<file path="config.mk">
export PLATFORM = sky130hd
export DESIGN_NAME = delay_us_seq
export DESIGN_NICKNAME = d
export VERILOG_FILES = /design/src/rtl/delay_us_seq.sv
export SDC_FILE = /design/constraint.sdc
export NUM_CORES = 1
export LEC_CHECK = 0
export CORE_MARGIN = 2
export CORE_UTILIZATION = 44
export DETAILED_ROUTE_END_ITERATION = 6
export PLACE_DENSITY_LB_ADDON = 0.15
export SETUP_SLACK_MARGIN = 0.05
export SLEW_MARGIN = 20
export SYNTH_ARGS = -nofsm -noshare
export SYNTH_HDL_FRONTEND = slang
export SYNTH_SLANG_ARGS = --single-unit
export TNS_END_PERCENT = 30
</file>
<file path="constraint.sdc">
create_clock -name i_clk_36MHz -period 3.7 [get_ports i_clk_36MHz]
set_clock_uncertainty 0.1 [all_clocks]
set_input_delay 0.74 -clock i_clk_36MHz [delete_from_list [all_inputs] [get_ports i_clk_36MHz]]
set_output_delay 0.74 -clock i_clk_36MHz [all_outputs]
set_load 0.01 [all_outputs]
</file>
<file path="src/rtl/delay_us_seq.sv">
// -----------------------------------------------------------------------------
// delay_us_seq
//   Microsecond delay sequencer. An accepted start loads a microsecond count.
//   Each 1 us tick from the upstream timer counts it down. A single-cycle done
//   pulse is produced when the count expires. An abort or a reset cancels a
//   running delay without producing a done pulse.
//
// Ports
//   i_clk_36MHz  in   system clock, all logic on its rising edge
//   i_reset      in   synchronous active-low reset (0 = reset)
//   i_tick_1us   in   one-cycle strobe once per microsecond
//   i_start      in   request to begin a delay (accepted in IDLE/DONE)
//   i_delay_us   in   requested delay in us, sampled on an accepted start
//   i_abort      in   cancels a running delay; blocks a same-cycle start
//   o_busy       out  high while a delay is running (state RUN)
//   o_done       out  one-cycle completion pulse (state DONE)
//   o_remaining  out  microseconds still to elapse
// -----------------------------------------------------------------------------
module delay_us_seq #(
   parameter int unsigned WIDTH = 16
) (
   input  logic             i_clk_36MHz,
   input  logic             i_reset,
   input  logic             i_tick_1us,
   input  logic             i_start,
   input  logic [WIDTH-1:0] i_delay_us,
   input  logic             i_abort,
   output logic             o_busy,
   output logic             o_done,
   output logic [WIDTH-1:0] o_remaining
);

   typedef enum logic [1:0] {
      S_IDLE = 2'd0,
      S_RUN  = 2'd1,
      S_DONE = 2'd2
   } state_t;

   state_t           state_q = S_IDLE;
   state_t           state_d;
   logic [WIDTH-1:0] remaining_q = '0;
   logic [WIDTH-1:0] remaining_d;
   logic             busy_q = 1'b0;
   logic             busy_d;
   logic             done_q = 1'b0;
   logic             done_d;

   // State register: all outputs come straight from flops.
   always_ff @(posedge i_clk_36MHz) begin
      if (!i_reset) begin
         state_q     <= S_IDLE;
         remaining_q <= '0;
         busy_q      <= 1'b0;
         done_q      <= 1'b0;
      end else begin
         state_q     <= state_d;
         remaining_q <= remaining_d;
         busy_q      <= busy_d;
         done_q      <= done_d;
      end
   end

   // Next-state and count logic. Abort outranks start and tick. A start
   // load outranks a coincident tick, so that tick is never counted.
   always_comb begin
      state_d     = state_q;
      remaining_d = remaining_q;
      unique case (state_q)
         S_IDLE, S_DONE: begin
            // DONE always lasts exactly one cycle.
            if (state_q == S_DONE) begin
               state_d = S_IDLE;
            end
            if (i_start && !i_abort) begin
               remaining_d = i_delay_us;
               state_d     = (i_delay_us == '0) ? S_DONE : S_RUN;
            end
         end
         S_RUN: begin
            if (i_abort) begin
               state_d     = S_IDLE;
               remaining_d = '0;
            end else if (i_tick_1us && (remaining_q != '0)) begin
               remaining_d = remaining_q - WIDTH'(1);
               if (remaining_q == WIDTH'(1)) begin
                  state_d = S_DONE;
               end
            end
         end
         default: begin
            state_d     = S_IDLE;
            remaining_d = '0;
         end
      endcase
   end

   // Output decode from the next state, so that busy/done are registered
   // alongside the state and match it every cycle.
   always_comb begin
      busy_d = (state_d == S_RUN);
      done_d = (state_d == S_DONE);
   end

   assign o_busy      = busy_q;
   assign o_done      = done_q;
   assign o_remaining = remaining_q;

`ifdef FORMAL
   cover_done : cover property (@(posedge i_clk_36MHz) o_done);
   cover_max_load : cover property (@(posedge i_clk_36MHz)
      o_busy && (o_remaining == {WIDTH{1'b1}}));
   assert_busy_done_excl : assert property (@(posedge i_clk_36MHz)
      !(o_busy && o_done));
   assert_done_zero : assert property (@(posedge i_clk_36MHz)
      o_done |-> (o_remaining == '0));
`endif

endmodule

</file>
==> flow_summary.toml, run 1 <==
[run_status]
outcome = "finished, final reports clean"

[timing]
worst_slack_ns = 0.8763
min_period_over_period_pct = 76.32
finalMaxSlewViolations = 0
tightest_slew_ns = 0.9858
fmax_mhz = 354.1
rsz0062_at_grt = "no"
slew_headroom_pct = 33.41
hold_violations = 0
min_period_ns = 2.824
tns_ns = 0
setup_viol = 0

[finish]
diodes = 0
drive_gt1_share_pct = 4.188
nFillCells = 258
seqCellArea_um2 = 400.4
multi_input_area_um2 = 797.0
final_core_util_pct = 60.66
layout.nets = 216
area_growth_pct = 31.72

[logic_synthesis]
synth_compound_area_share_pct = 29.66
post_synth.cell_area_avg_um2 = 7.937
yosysTopAreaCell = "dfxtp_1"
yosys.area.top_type_share_pct = 31.53
synth_mux_area_share_pct = 0
synth-edff-count = 0
synth.most_common_cell = "dfxtp_1"
synth-simple-area-share_pct = 27.68
ys_seq_elements = 20
synth_area_um2 = 1270
synth_top_family_by_area = "compound AO/OA/AOI/OAI gates"
yosysUniqueCellTypes = 45
synth_nets = 183
ys.flop_type = "dfxtp_1"
synth_cells = 160
yosys.area_share.xor_xnor_pct = 3.448
yosys_warnings = 0
ys_seq_area_share_pct = 31.53
synthAdderAreaFrac_pct = 1.970
synth_commonest_cells = "dfxtp_1 (20), a21oi_1 (12), nand2_1 (11), nor2_1 (11), nor4_1 (10)"
synthTopCellsByArea = "dfxtp_1 (32%), nor4_1 (4.9%), a22o_1 (4.8%)"
async_reset_ff_share_pct = 0

[drt]
routed_via_density = 6.311
routedWlPerCell_um = 16.39
drt_iter0_markers = 80
vias = 1401
ant_nets = 0
drt_wl_total_um = 3638
firstDrtPassIters = 4
drc_errors = 0

[floorplanning]
num_rows = 19
dieArea_um2 = 3332
core-area_um2 = 2758
io_pins = 39
chipWidth_um = 57.73
start_util_pct = 46.05
die_h_um = 57.73

[critical_path]
end_kind = "register"
cp_num_buf_inv = 0
cp.required_ns = 3.80
critPathLaunchType = "register"
slowest_stage = "or4_1"
critical_path.max_stage_delay_ns = 0.70
crit_type = "register to register"
path_delay_family = "simple AND/OR/NAND/NOR gates"
cp_cell_sequence = "or4_1 -> nor4_4 -> a41oi_1 -> and3_1 -> a31o_1"
critPathMaxFanout = 13
cp.arrival_ns = 2.92

[clock_network]
cts_resized = 0
root_buffer = "clkbuf_4"
clock_latency_ns = 0.29
ctsHoldBuffers = 0
clockBufferDepth = 2
cts_sinks = 20
numCtsBuffers = 3
postCtsSetupRepairBufs = 0
h-tree-depth = 1
clkTransAtPathRegs_ns = 0.11
cts_tree = "built"

[job]
maxCapViolations = 0

[global_routing]
grtUsageTotal_pct = 22.99
grt_max_degree = 20
grt_pass1_wl_um = 6009
grt_pass1_vias = 1250
overflow = 0
antenna_found_initial = 0

[hold_path]
hold_class = "register to register"

[pwr]
powerDensity_nw_per_um2 = 336.6
leakagePower_nw = 0.6258
power_mw = 0.5631
peakVddDrop_v = 0.0002173

[placed_design]
io_buffers = 38
gp_congestion = 0.9122
dp_hpwl_um = 2732
place_ws_ns = 0.6347
==> cell families after synthesis <==
group / Yosys count
AOI/OAI and AO/OA: 54
xor gates and xnor gates: 5
adders and majority gates: 2
buffers and inverters: 18
DFF: 20
and+or+nand+nor: 61
==> worst reg2reg max path: cells and delay by family, from the launching register on <==
kind            cells  cell delay [ns]
simple gates        3             1.54
compound gates      2             0.69
flops               1             0.39
==> final cells by class <==
cell class | count | share of cell area, %
inverter | 7 | 1.571
timing repair buffer | 39 | 23.19
sequential | 20 | 23.93
tap | 31 | 2.319
clock buffer | 3 | 1.346
multi-input combinational | 122 | 47.64
==> placed cells by master, fill, tap and decap left out, types with 2 or more instances in the layout <==
cell type and n:
clkbuf_4 3, nor3_1 2, clkdlybuf4s50_1 38, dfxtp_1 20, inv_1 7, nor4_1 10, a21boi_1 2, a22o_1 7
a31oi_1 2, xor2_1 2, a221o_1 2, nor2_1 11, o21ai_1 3, ha_1 2, nand2_1 11, o32ai_1 2
nand4_1 4, a22oi_1 2, or4_1 3, o21ai_0 8, a41oi_1 2, nand3_1 3, and3_1 4, a31o_1 2
o2bb2ai_1 2, nor2b_1 3, xnor2_1 3, a21oi_1 12, nand3b_1 3
==> metal layers <==
layer	track usage, %	part of all wire [%]	routed length (um)
met1	33.15	46	1678
met3	3.125	6.1	222
met2	36.04	47	1704
met5	0	0	0
met4	6.312	0.88	32
==> flip-flops by register name, indices dropped and copies added (netlist names) <==
name	flops
o_busy	1
o_done	1
o_remaining	16
state_q	2
==> power by group <==
part	total [mW]	internal (mW)	switching, mW
Sequential	0.255	0.231	0.0246
Clock	0.101	0.0378	0.0636
Combinational	0.206	0.101	0.106
==> per-stage QoR <==
stage,hold slack [ns],cells,instance area [um2]
after floorplan,0.4164,160,1270
after global placement,0.4000,219,1650
after detailed placement,0.4116,219,1650
after CTS,0.4319,222,1673
after global routing,0.4609,222,1673
final,0.4271,222,1673
==> worst paths after layout <==
check | to | cells after the start | start | slack [ns]
setup reg to reg | o_remaining[2] | 5 | o_remaining[2] | 0.88
hold / removal | o_remaining[15] | 2 | o_remaining[15] | 0.43
setup / recovery | o_remaining[2] | 5 | o_remaining[2] | 0.88
hold reg to reg | o_remaining[15] | 2 | o_remaining[15] | 0.43
(Power assumes the default switching activity.)
==> inputs of run 2 (changes only) <==
--- a/config.mk
+++ b/config.mk
@@ -6,7 +6,7 @@
 export NUM_CORES = 1
 export LEC_CHECK = 0
 export CORE_MARGIN = 2
-export CORE_UTILIZATION = 44
+export CORE_UTILIZATION = 42
 export DETAILED_ROUTE_END_ITERATION = 6
 export PLACE_DENSITY_LB_ADDON = 0.15
 export SETUP_SLACK_MARGIN = 0.05
==> constraint.sdc (replaced) <==
create_clock -name i_clk_36MHz -period 2.5 [get_ports i_clk_36MHz]
set_clock_uncertainty 0.1 [all_clocks]
set_input_delay 0.5 -clock i_clk_36MHz [delete_from_list [all_inputs] [get_ports i_clk_36MHz]]
set_output_delay 0.5 -clock i_clk_36MHz [all_outputs]
set_load 0.01 [all_outputs]
==> run 2 against run 1 <==
The run now ends with design-rule violations left. Sequential power up 47%. Via count up 2.9%. Die area up 4.4%. First-iteration DRC count down 5.0%. Routed wire length up 5.8%. Critical path depth down 1. Sequential share of layout area down 1.1 points. Register-to-register slack worse by 0.75 ns. Core utilization up 1.9 points. Cell count up 4.5%. Total power up 60%. Hold slack about the same. Critical path type unchanged.
==> flow_summary.toml, run 2 (synthesis gave the netlist of run 1 again) <==
[run_status]
outcome = "finished with violations"
failed_checks = "design-rule violations"

[global_routing]
grtUsageTotal_pct = 24.11
overflow = 0
grtUsageMet1_pct = 32.17
grt_use_met3_pct = 5.022
gr-usage-met2_pct = 37.46
grt_pass1_vias = 1403
top_usage_layer = "met2"
antenna_found_initial = 0
grt_pass1_wl_um = 6423
grt_max_degree = 18

[timing]
setup_viol = 0
fmax_mhz = 421.9
tightest_slew_ns = 0.7206
rsz0062_at_grt = "no"
finalMaxSlewViolations = 0
min_period_over_period_pct = 94.82
worst_slack_ns = 0.1295
hold_violations = 0
min_period_ns = 2.370
slew_headroom_pct = 51.52
tns_ns = 0

[hold_path]
hold_class = "register to register"
holdCritStartpoint = "o_remaining[15]"
min_to = "o_remaining[15]"
min_path_cells = 2

[clock_network]
h-tree-depth = 1
cts_sinks = 20
ctsHoldBuffers = 0
clockBufferDepth = 2
postCtsSetupRepairBufs = 0
cts_tree = "built"
cts_resized = 0
clock_latency_ns = 0.31
clkTransAtPathRegs_ns = 0.12
root_buffer = "clkbuf_4"
numCtsBuffers = 3

[critical_path]
critical_path.max_stage_delay_ns = 0.67
end_kind = "register"
r2r_end = "o_remaining[13]"
critPathMaxFanout = 6
timing.rr.start = "o_remaining[2]"
cp.required_ns = 2.61
critPathLaunchType = "register"
cp_num_buf_inv = 0
slowest_stage = "or4_1"
crit_type = "register to register"
rrSetupSlack_ns = 0.13
cp.arrival_ns = 2.48
path_delay_family = "simple AND/OR/NAND/NOR gates"
rr_worst_depth = 4
cp_cell_sequence = "or4_1 -> or4_4 -> o311a_1 -> a221o_1"

[drt]
vias = 1442
ant_nets = 0
drt_iter0_markers = 76
drc_errors = 4
drt_wl_total_um = 3849
routed_via_density = 6.216
routedWlPerCell_um = 16.59
firstDrtPassIters = 6

[placed_design]
gp_congestion = 0.9079
place_ws_ns = 0.02848
io_buffers = 38
dp_hpwl_um = 2864

[job]
maxCapViolations = 0

[finish]
mostFrequentLayoutCells = "clkdlybuf4s50_1 (38), dfxtp_1 (20), a21oi_1 (12)"
final_core_util_pct = 62.53
largest_reg_flops = 16
final_common_cell = "clkdlybuf4s50_1"
drive_gt1_share_pct = 8.955
diodes = 0
nFillCells = 266
layout.nets = 225
area_growth_pct = 38.13

[pwr]
peakVddDrop_v = 0.0002864
powerDensity_nw_per_um2 = 512.8
leakagePower_nw = 0.6774

[floorplanning]
chipWidth_um = 58.99
start_util_pct = 45.27
die_h_um = 58.99
num_rows = 19
dieArea_um2 = 3480
io_pins = 39
core-area_um2 = 2805
run 2: changes by cell type in the layout (fill, tap and decap cells not counted):
cell / previous run / this run
clkbuf_8: 0 / 1
buf_4: 1 / 10
run 2: how the worst max path moves through the flow:
stage,cells past startpoint,to,start
after floorplan,5,o_remaining[13],o_remaining[2]
after global placement,6,o_remaining[13],i_abort
after detailed placement,6,o_remaining[13],i_abort
after CTS,4,o_remaining[13],o_remaining[4]
after global routing,4,o_remaining[13],o_remaining[4]
final,4,o_remaining[13],o_remaining[2]
run 2: area by class of cell:
type | count | area, um2 | area share [%]
clock buffers | 4 | 36.28 | 2.068
inverters | 7 | 26.28 | 1.498
multi-input cells | 122 | 797.0 | 45.44
repair buffers | 48 | 455.4 | 25.96
well taps | 31 | 38.79 | 2.211
flip-flops and latches | 20 | 400.4 | 22.82
run 2: metrics by stage:
step | total power [mW] | area (um2) | hold WS (ns) | instances
4_1_cts | 0.8988 | 1754 | 0.4264 | 232
3_3_place_gp | 0.6986 | 1718 | 0.4105 | 228
3_5_place_dp | 0.7029 | 1718 | 0.4037 | 228
6_report | 0.8996 | 1754 | 0.4273 | 232
5_1_grt | 0.9568 | 1754 | 0.4573 | 232
2_1_floorplan | 0.5673 | 1270 | 0.4164 | 160
run 2: metal layers:
metal | vias up | wire (um)
met5 | - | 0
met4 | 0 | 43
met3 | 7 | 249
met2 | 55 | 1778
met1 | 685 | 1778
li1 | 695 | -
run 2: worst register-to-register path, cell delays in order (launching register included):
cell	delay (ns)
dfxtp_1	0.33
or4_1	0.67
or4_4	0.56
o311a_1	0.35
a221o_1	0.26
run 2: report_power, final:
part / leakage [nW] / internal [mW] / total (mW) / switching (mW)
combinational: 0.492 / 0.164 / 0.327 / 0.163
clock: 0.0210 / 0.0890 / 0.198 / 0.109
sequential: 0.164 / 0.342 / 0.375 / 0.0331
